--- src/rtl/lvds_rx_pkg.sv ---
// Shared definitions for the 7:1 LVDS receive word aligner: lane width,
// default clock-lane pattern, FSM state encoding and slip-position wrap helper.
package lvds_rx_pkg;

   localparam int         LANE_W      = 7;
   localparam logic [6:0] CLK_PAT_DEF = 7'b1100011;

   typedef enum logic [2:0] {
      ST_WAIT_LOCK = 3'd0,
      ST_SETTLE    = 3'd1,
      ST_CHECK     = 3'd2,
      ST_SLIP      = 3'd3,
      ST_SLIP_WAIT = 3'd4,
      ST_LOCKED    = 3'd5
   } state_t;

   // Slip position walks 0..6, one step per bitslip, then wraps.
   function automatic logic [2:0] slip_next(input logic [2:0] cur);
      logic [2:0] nxt;
      if (cur == 3'd6) begin
         nxt = 3'd0;
      end else begin
         nxt = cur + 3'd1;
      end
      return nxt;
   endfunction

endpackage

--- src/rtl/lvds_rx_sync2.sv ---
// Two-flop synchronizer bringing the asynchronous PLL lock flag into the
// pixel-clock domain.
module lvds_rx_sync2 (
   input  logic clk,
   input  logic rst_n,
   input  logic d,
   output logic q
);

   logic meta;

   // Two-stage capture; q is safe to use in the clk domain.
   always_ff @(posedge clk or negedge rst_n) begin
      if (!rst_n) begin
         meta <= 1'b0;
         q    <= 1'b0;
      end else begin
         meta <= d;
         q    <= meta;
      end
   end

endmodule

--- src/rtl/lvds_7to1_rx_aligner.sv ---
// Word-alignment controller for the 7:1 LVDS receive path: slips the
// deserializers until the clock lane shows the transmit pattern, then forwards data.
module lvds_7to1_rx_aligner
   import lvds_rx_pkg::*;
#(
   parameter int         LANES      = 4,
   parameter logic [6:0] CLK_PAT    = CLK_PAT_DEF,
   parameter int         SETTLE_CYC = 64,
   parameter int         SLIP_WAIT  = 8,
   parameter int         MATCH_CNT  = 16,
   parameter int         LOSS_CNT   = 4
) (
   input  logic                      clkin,
   input  logic                      reset_n,
   input  logic                      pll_lock,
   input  logic [LANE_W-1:0]         clk_word,
   input  logic [LANE_W*LANES-1:0]   data_word,
   output logic                      bitslip,
   output logic                      aligned,
   output logic [LANE_W*LANES-1:0]   data_out,
   output logic                      data_valid,
   output logic [2:0]                slip_cnt,
   output logic                      align_fail
);

   localparam int SW = $clog2(SETTLE_CYC + 1);
   localparam int WW = $clog2(SLIP_WAIT + 1);
   localparam int MW = $clog2(MATCH_CNT + 1);
   localparam int LW = $clog2(LOSS_CNT + 1);

   localparam logic [SW-1:0] SETTLE_LAST = SW'(SETTLE_CYC - 1);
   localparam logic [WW-1:0] WAIT_LAST   = WW'(SLIP_WAIT - 1);
   localparam logic [MW-1:0] MATCH_LAST  = MW'(MATCH_CNT - 1);
   localparam logic [LW-1:0] LOSS_LAST   = LW'(LOSS_CNT - 1);

   state_t        state, state_nxt;
   logic [SW-1:0] settle_ctr, settle_nxt;
   logic [WW-1:0] wait_ctr, wait_nxt;
   logic [MW-1:0] match_ctr, match_nxt;
   logic [LW-1:0] loss_ctr, loss_nxt;
   logic [2:0]    slip_nxt;
   logic          fail_nxt;
   logic          lock_sync;
   logic          pat_match;

   lvds_rx_sync2 u_lock_sync (
      .clk   (clkin),
      .rst_n (reset_n),
      .d     (pll_lock),
      .q     (lock_sync)
   );

   assign pat_match = (clk_word == CLK_PAT);

   // State register plus all FSM counters and the sticky/slip bookkeeping.
   always_ff @(posedge clkin or negedge reset_n) begin
      if (!reset_n) begin
         state      <= ST_WAIT_LOCK;
         settle_ctr <= {SW{1'b0}};
         wait_ctr   <= {WW{1'b0}};
         match_ctr  <= {MW{1'b0}};
         loss_ctr   <= {LW{1'b0}};
         slip_cnt   <= 3'd0;
         align_fail <= 1'b0;
      end else begin
         state      <= state_nxt;
         settle_ctr <= settle_nxt;
         wait_ctr   <= wait_nxt;
         match_ctr  <= match_nxt;
         loss_ctr   <= loss_nxt;
         slip_cnt   <= slip_nxt;
         align_fail <= fail_nxt;
      end
   end

   // Next-state and counter update; loss of PLL lock overrides everything.
   always_comb begin
      state_nxt  = state;
      settle_nxt = settle_ctr;
      wait_nxt   = wait_ctr;
      match_nxt  = match_ctr;
      loss_nxt   = loss_ctr;
      slip_nxt   = slip_cnt;
      fail_nxt   = align_fail;
      if (!lock_sync && (state != ST_WAIT_LOCK)) begin
         // slip_cnt and align_fail survive a lock drop; the rest restarts.
         state_nxt  = ST_WAIT_LOCK;
         settle_nxt = {SW{1'b0}};
         wait_nxt   = {WW{1'b0}};
         match_nxt  = {MW{1'b0}};
         loss_nxt   = {LW{1'b0}};
      end else begin
         case (state)
            ST_WAIT_LOCK: begin
               if (lock_sync) begin
                  state_nxt  = ST_SETTLE;
                  settle_nxt = {SW{1'b0}};
               end else begin
                  state_nxt  = ST_WAIT_LOCK;
               end
            end
            ST_SETTLE: begin
               if (settle_ctr == SETTLE_LAST) begin
                  state_nxt  = ST_CHECK;
                  settle_nxt = {SW{1'b0}};
                  match_nxt  = {MW{1'b0}};
               end else begin
                  settle_nxt = settle_ctr + {{(SW-1){1'b0}}, 1'b1};
               end
            end
            ST_CHECK: begin
               if (!pat_match) begin
                  state_nxt = ST_SLIP;
                  match_nxt = {MW{1'b0}};
               end else if (match_ctr == MATCH_LAST) begin
                  state_nxt = ST_LOCKED;
                  match_nxt = {MW{1'b0}};
                  loss_nxt  = {LW{1'b0}};
               end else begin
                  match_nxt = match_ctr + {{(MW-1){1'b0}}, 1'b1};
               end
            end
            ST_SLIP: begin
               slip_nxt  = slip_next(slip_cnt);
               fail_nxt  = align_fail | (slip_cnt == 3'd6);
               state_nxt = ST_SLIP_WAIT;
               wait_nxt  = {WW{1'b0}};
            end
            ST_SLIP_WAIT: begin
               if (wait_ctr == WAIT_LAST) begin
                  state_nxt = ST_CHECK;
                  wait_nxt  = {WW{1'b0}};
                  match_nxt = {MW{1'b0}};
               end else begin
                  wait_nxt  = wait_ctr + {{(WW-1){1'b0}}, 1'b1};
               end
            end
            ST_LOCKED: begin
               if (pat_match) begin
                  loss_nxt = {LW{1'b0}};
               end else if (loss_ctr == LOSS_LAST) begin
                  state_nxt = ST_CHECK;
                  loss_nxt  = {LW{1'b0}};
                  match_nxt = {MW{1'b0}};
               end else begin
                  loss_nxt = loss_ctr + {{(LW-1){1'b0}}, 1'b1};
               end
            end
            default: begin
               state_nxt = ST_WAIT_LOCK;
            end
         endcase
      end
   end

   // Registered control outputs; aligned and bitslip track the state being entered.
   always_ff @(posedge clkin or negedge reset_n) begin
      if (!reset_n) begin
         bitslip    <= 1'b0;
         aligned    <= 1'b0;
         data_valid <= 1'b0;
      end else begin
         bitslip    <= (state_nxt == ST_SLIP);
         aligned    <= (state_nxt == ST_LOCKED);
         data_valid <= (state == ST_LOCKED);
      end
   end

   // Data register, one cycle of latency.
   always_ff @(posedge clkin or negedge reset_n) begin
      if (!reset_n) begin
         data_out <= {(LANE_W*LANES){1'b0}};
      end else begin
         data_out <= data_word;
      end
   end

endmodule

--- config.mk ---
export PLATFORM = sky130hd
export DESIGN_NAME = lvds_7to1_rx_aligner
export DESIGN_NICKNAME = d
export VERILOG_FILES = /design/src/rtl/lvds_rx_pkg.sv /design/src/rtl/lvds_rx_sync2.sv /design/src/rtl/lvds_7to1_rx_aligner.sv
export SDC_FILE = /design/constraint.sdc
export NUM_CORES = 1
export LEC_CHECK = 0
export BUFFER_PORTS_ARGS = -buffer_cell sky130_fd_sc_hd__buf_2
export CORE_ASPECT_RATIO = 0.7
export CORE_MARGIN = 8
export CORE_UTILIZATION = 51
export CTS_BUF_LIST = sky130_fd_sc_hd__clkbuf_8 sky130_fd_sc_hd__clkbuf_16
export DETAILED_ROUTE_END_ITERATION = 8
export GPL_TIMING_DRIVEN = 1
export PLACE_DENSITY_LB_ADDON = 0.1
export SLEW_MARGIN = 40
export SYNTH_ARGS = -nofsm -noshare
export SYNTH_HDL_FRONTEND = slang
export SYNTH_SLANG_ARGS = --single-unit
--- constraint.sdc ---
create_clock -name clkin -period 1.91 [get_ports clkin]
set_clock_uncertainty 0.2 [all_clocks]
set_input_delay 0.0955 -clock clkin [delete_from_list [all_inputs] [get_ports clkin]]
set_output_delay 0.0955 -clock clkin [all_outputs]
set_load 0.005 [all_outputs]
==> run metrics <==
status=finished clean; Power Dens Cells=798 nW/µm²; root buffer cell=clkbuf_8; final setup fails=0; largest family of logic cells by synthesized area=simple AND/OR/NAND/NOR gates; # diodes=0; initial antenna violation count=0; clock transition at the registers of the reported paths=roughly 0.07 ns; Tmin final=1.88 ns; WL final=6.35 mm; Slew Viols, Final=0; Syn Nets=258; Worst Setup End Kind=flop; R2R setup slack=about 0.034 ns; DRC Markers=0; CP required=1.91 ns; DP HPWL=3.99 mm; Syn Inst Count=216; First-pass DRT Iterations=4; Starting Density=0.520; Inserted Clock Buffers=9; Top Ports=73; Adder-Cell Fraction of Synth Area=0.0206; # placed instances=352; top cell type's share of synthesized area=0.608; CTS tree=done; total die area=just over 7000 µm²; Seq/Total Area, Yosys=0.608; predominant post-synthesis flop cell=dfrtp_1; GPL Wtd Cong=0.883; Yosys top cell by area=dfrtp_1; register area=1480 µm²; share of cells above drive strength 1=0.344; Layout area overhead=45.4%; crit path max fanout=6; Critical Path Start Type=flop; Worst-Skew Late Latency=approximately 0.33 ns; Synth Area in Simple Gates=0.176; CP Cell Sequence=ha_4, nand3_4, nor3_4, buf_4, a2111oi_4, a31oi_2, a21oi_2; fraction of synthesized area in multiplexers=0.0124; Worst R2R Start=settle_ctr[1]; Fill cells=320; die height=roughly 74 µm; CTS Buffer Depth=2; antenna viol nets, final=0; H-Tree Depth=3; CP arrival=1.87 ns; Iter 0 DRT Violations=121; Port Buf Inserts=between 70 and 80; Rows=21; # clock sinks=59; f_max=533 MHz; Syn Area/Cell=11.2 µm²; compound-gate portion of the synthesized area=0.145; Final Non-Filler Cells=400; pin count of the biggest net entering global routing=60; Post-layout nets=380; critical path's slowest cell=dfrtp_1; flops & latches, synth=59; Fin. Hold Viols=0; Synth area leaders=dfrtp_1, o21ai_0, nand2_1; die width=around 99 µm; gr usage total=0.181; critical path buffer and inverter count=1; Max VDD drop=896 µV; number of synthesized flops with an enable pin=0; Post-Synth XOR/XNOR Area=0.00360; Crit Reg-Reg Endpoint=bitslip; synth warn=0; period utilization=0.982; total global routing overflow=0; area of the multi-input gates=938 µm²; cell area after synthesis=2430 µm²; largest stage delay on the critical path=0.41 ns; max-cap viol count=0; r2r worst-path depth=7; leakage=between 1.5 and 2 nW; Slew HR=0.704; worst min path class=primary input to async pin; Core ar.=4680 µm²; number of global-route vias before repair=2059; via-per-instance ratio=5.18; Via Count=between 2000 and 2500; Worst Max-Slew Pin Slew=0.444 ns; final core occ=0.755; Synth cell types=49; Async SR Flop Fraction=1.00; wire length per cell=15.9 µm; first-pass GRT wire length=approximately 10 mm; WS Path Type=flop to flop; cell family with most CP delay=compound AO/OA/AOI/OAI gates
## flip-flops by register name, indices dropped and copies added, names as in the netlist
name              cells
align_fail            1
aligned               1
bitslip               1
data_out             28
data_valid            1
loss_ctr              3
match_ctr             5
settle_ctr            7
slip_cnt              3
state                 3
u_lock_sync.meta      1
u_lock_sync.q         1
wait_ctr              4
## layer usage
metal | vias to the layer above | share of wire | global-route usage
met2 | 76 | 0.49 | 0.301
met5 | - | 0 | 0
met1 | 975 | 0.41 | 0.214
met4 | 0 | 0.0063 | 0.0406
met3 | 6 | 0.090 | 0.0804
li1 | 1016 | - | -
## worst max path at each step
stage             startpoint           end  slack [ns]  depth (start not counted)
2_1_floorplan  settle_ctr[0]  match_ctr[3]        0.20                          6
3_3_place_gp   settle_ctr[0]  match_ctr[2]        0.06                          6
3_5_place_dp   settle_ctr[0]  match_ctr[2]       -0.04                          6
4_1_cts        settle_ctr[0]       aligned        0.02                          6
5_1_grt        settle_ctr[1]       aligned       -0.03                          7
6_report       settle_ctr[1]       bitslip        0.03                          7
## what timing repair did
item,4_1_cts,5_1_grt
pin swaps,3,3
endpoints found under the hold margin,88,0
hold buffers,30,0
resized for setup,1,11
setup buffers,0,2
endpoints found under the setup margin,6,10
## synthesized netlist by cell type, drive strengths merged, types with 4 or more instances
| library cell | count |
|---|---|
| nand2 | 26 |
| inv | 9 |
| buf | 6 |
| nor4 | 4 |
| nand3 | 8 |
| o21ai | 23 |
| dfrtp | 59 |
| and3 | 5 |
| nor2 | 13 |
| nor2b | 5 |
| nor3 | 5 |
| a31oi | 4 |
| a21oi | 5 |
| ha | 4 |
## report_power, final
part           internal (W)  switching, W  total, W
registers           0.00129     0.0000279   0.00132
clock network      0.000731      0.000484   0.00122
logic              0.000149      0.000135  0.000284
total               0.00217      0.000648   0.00282
## cell type report
class,count,area share
timing repair buffer,118,0.225
inverter,9,0.00956
clock buffer,9,0.0351
tap,57,0.0202
multi-input combinational,141,0.266
clock inverter,7,0.0266
sequential,59,0.418
## tightest hold or removal path, delay by kind of cell
kind	cells	cell delay [ns]
buffers and inverters	3	0.92
## cell usage in the layout (no fill, tap or decap), types with 2 or more instances in the layout
| cell | count |
|---|---|
| a32o_1 | 2 |
| nor2_1 | 12 |
| nand4_1 | 3 |
| mux2i_1 | 3 |
| buf_4 | 15 |
| nor2b_1 | 5 |
| o211ai_1 | 2 |
| dlygate4sd3_1 | 30 |
| nor4_1 | 3 |
| o21ai_0 | 22 |
| nand2_1 | 25 |
| a31oi_1 | 3 |
| clkbuf_8 | 9 |
| buf_2 | 72 |
| a21o_1 | 2 |
| dfrtp_1 | 58 |
| a21oi_1 | 3 |
| nand3b_1 | 2 |
| clkinv_4 | 2 |
| bufinv_16 | 2 |
| nand3_1 | 7 |
| o21a_1 | 2 |
| and3_1 | 5 |
| nor3_1 | 3 |
| inv_1 | 10 |
| a22o_1 | 3 |
| ha_1 | 3 |
| nand2b_1 | 3 |
## cells by family after synthesis
family / after synthesis
xor+xnor: 1
mux: 3
simple gates: 81
fa+ha+maj: 4
buf+inv: 16
compound gates: 52
flops: 59
## through the flow
step	cell area [µm²]	hold slack [ns]	power [W]	setup slack, ns	TNS (ns)
finish	3530	0.0945	0.00282	0.0340	0
global placement	2930	-0.0812	0.00154	0.0562	0
CTS	3450	0.0958	0.00281	0.0239	0
detailed placement	2930	-0.0780	0.00155	-0.0419	-0.155
global route	3530	0.133	0.00294	-0.0303	-0.0546
floorplan	2430	-0.400	0.00142	0.197	0
Power figures use the tool's default switching activity.
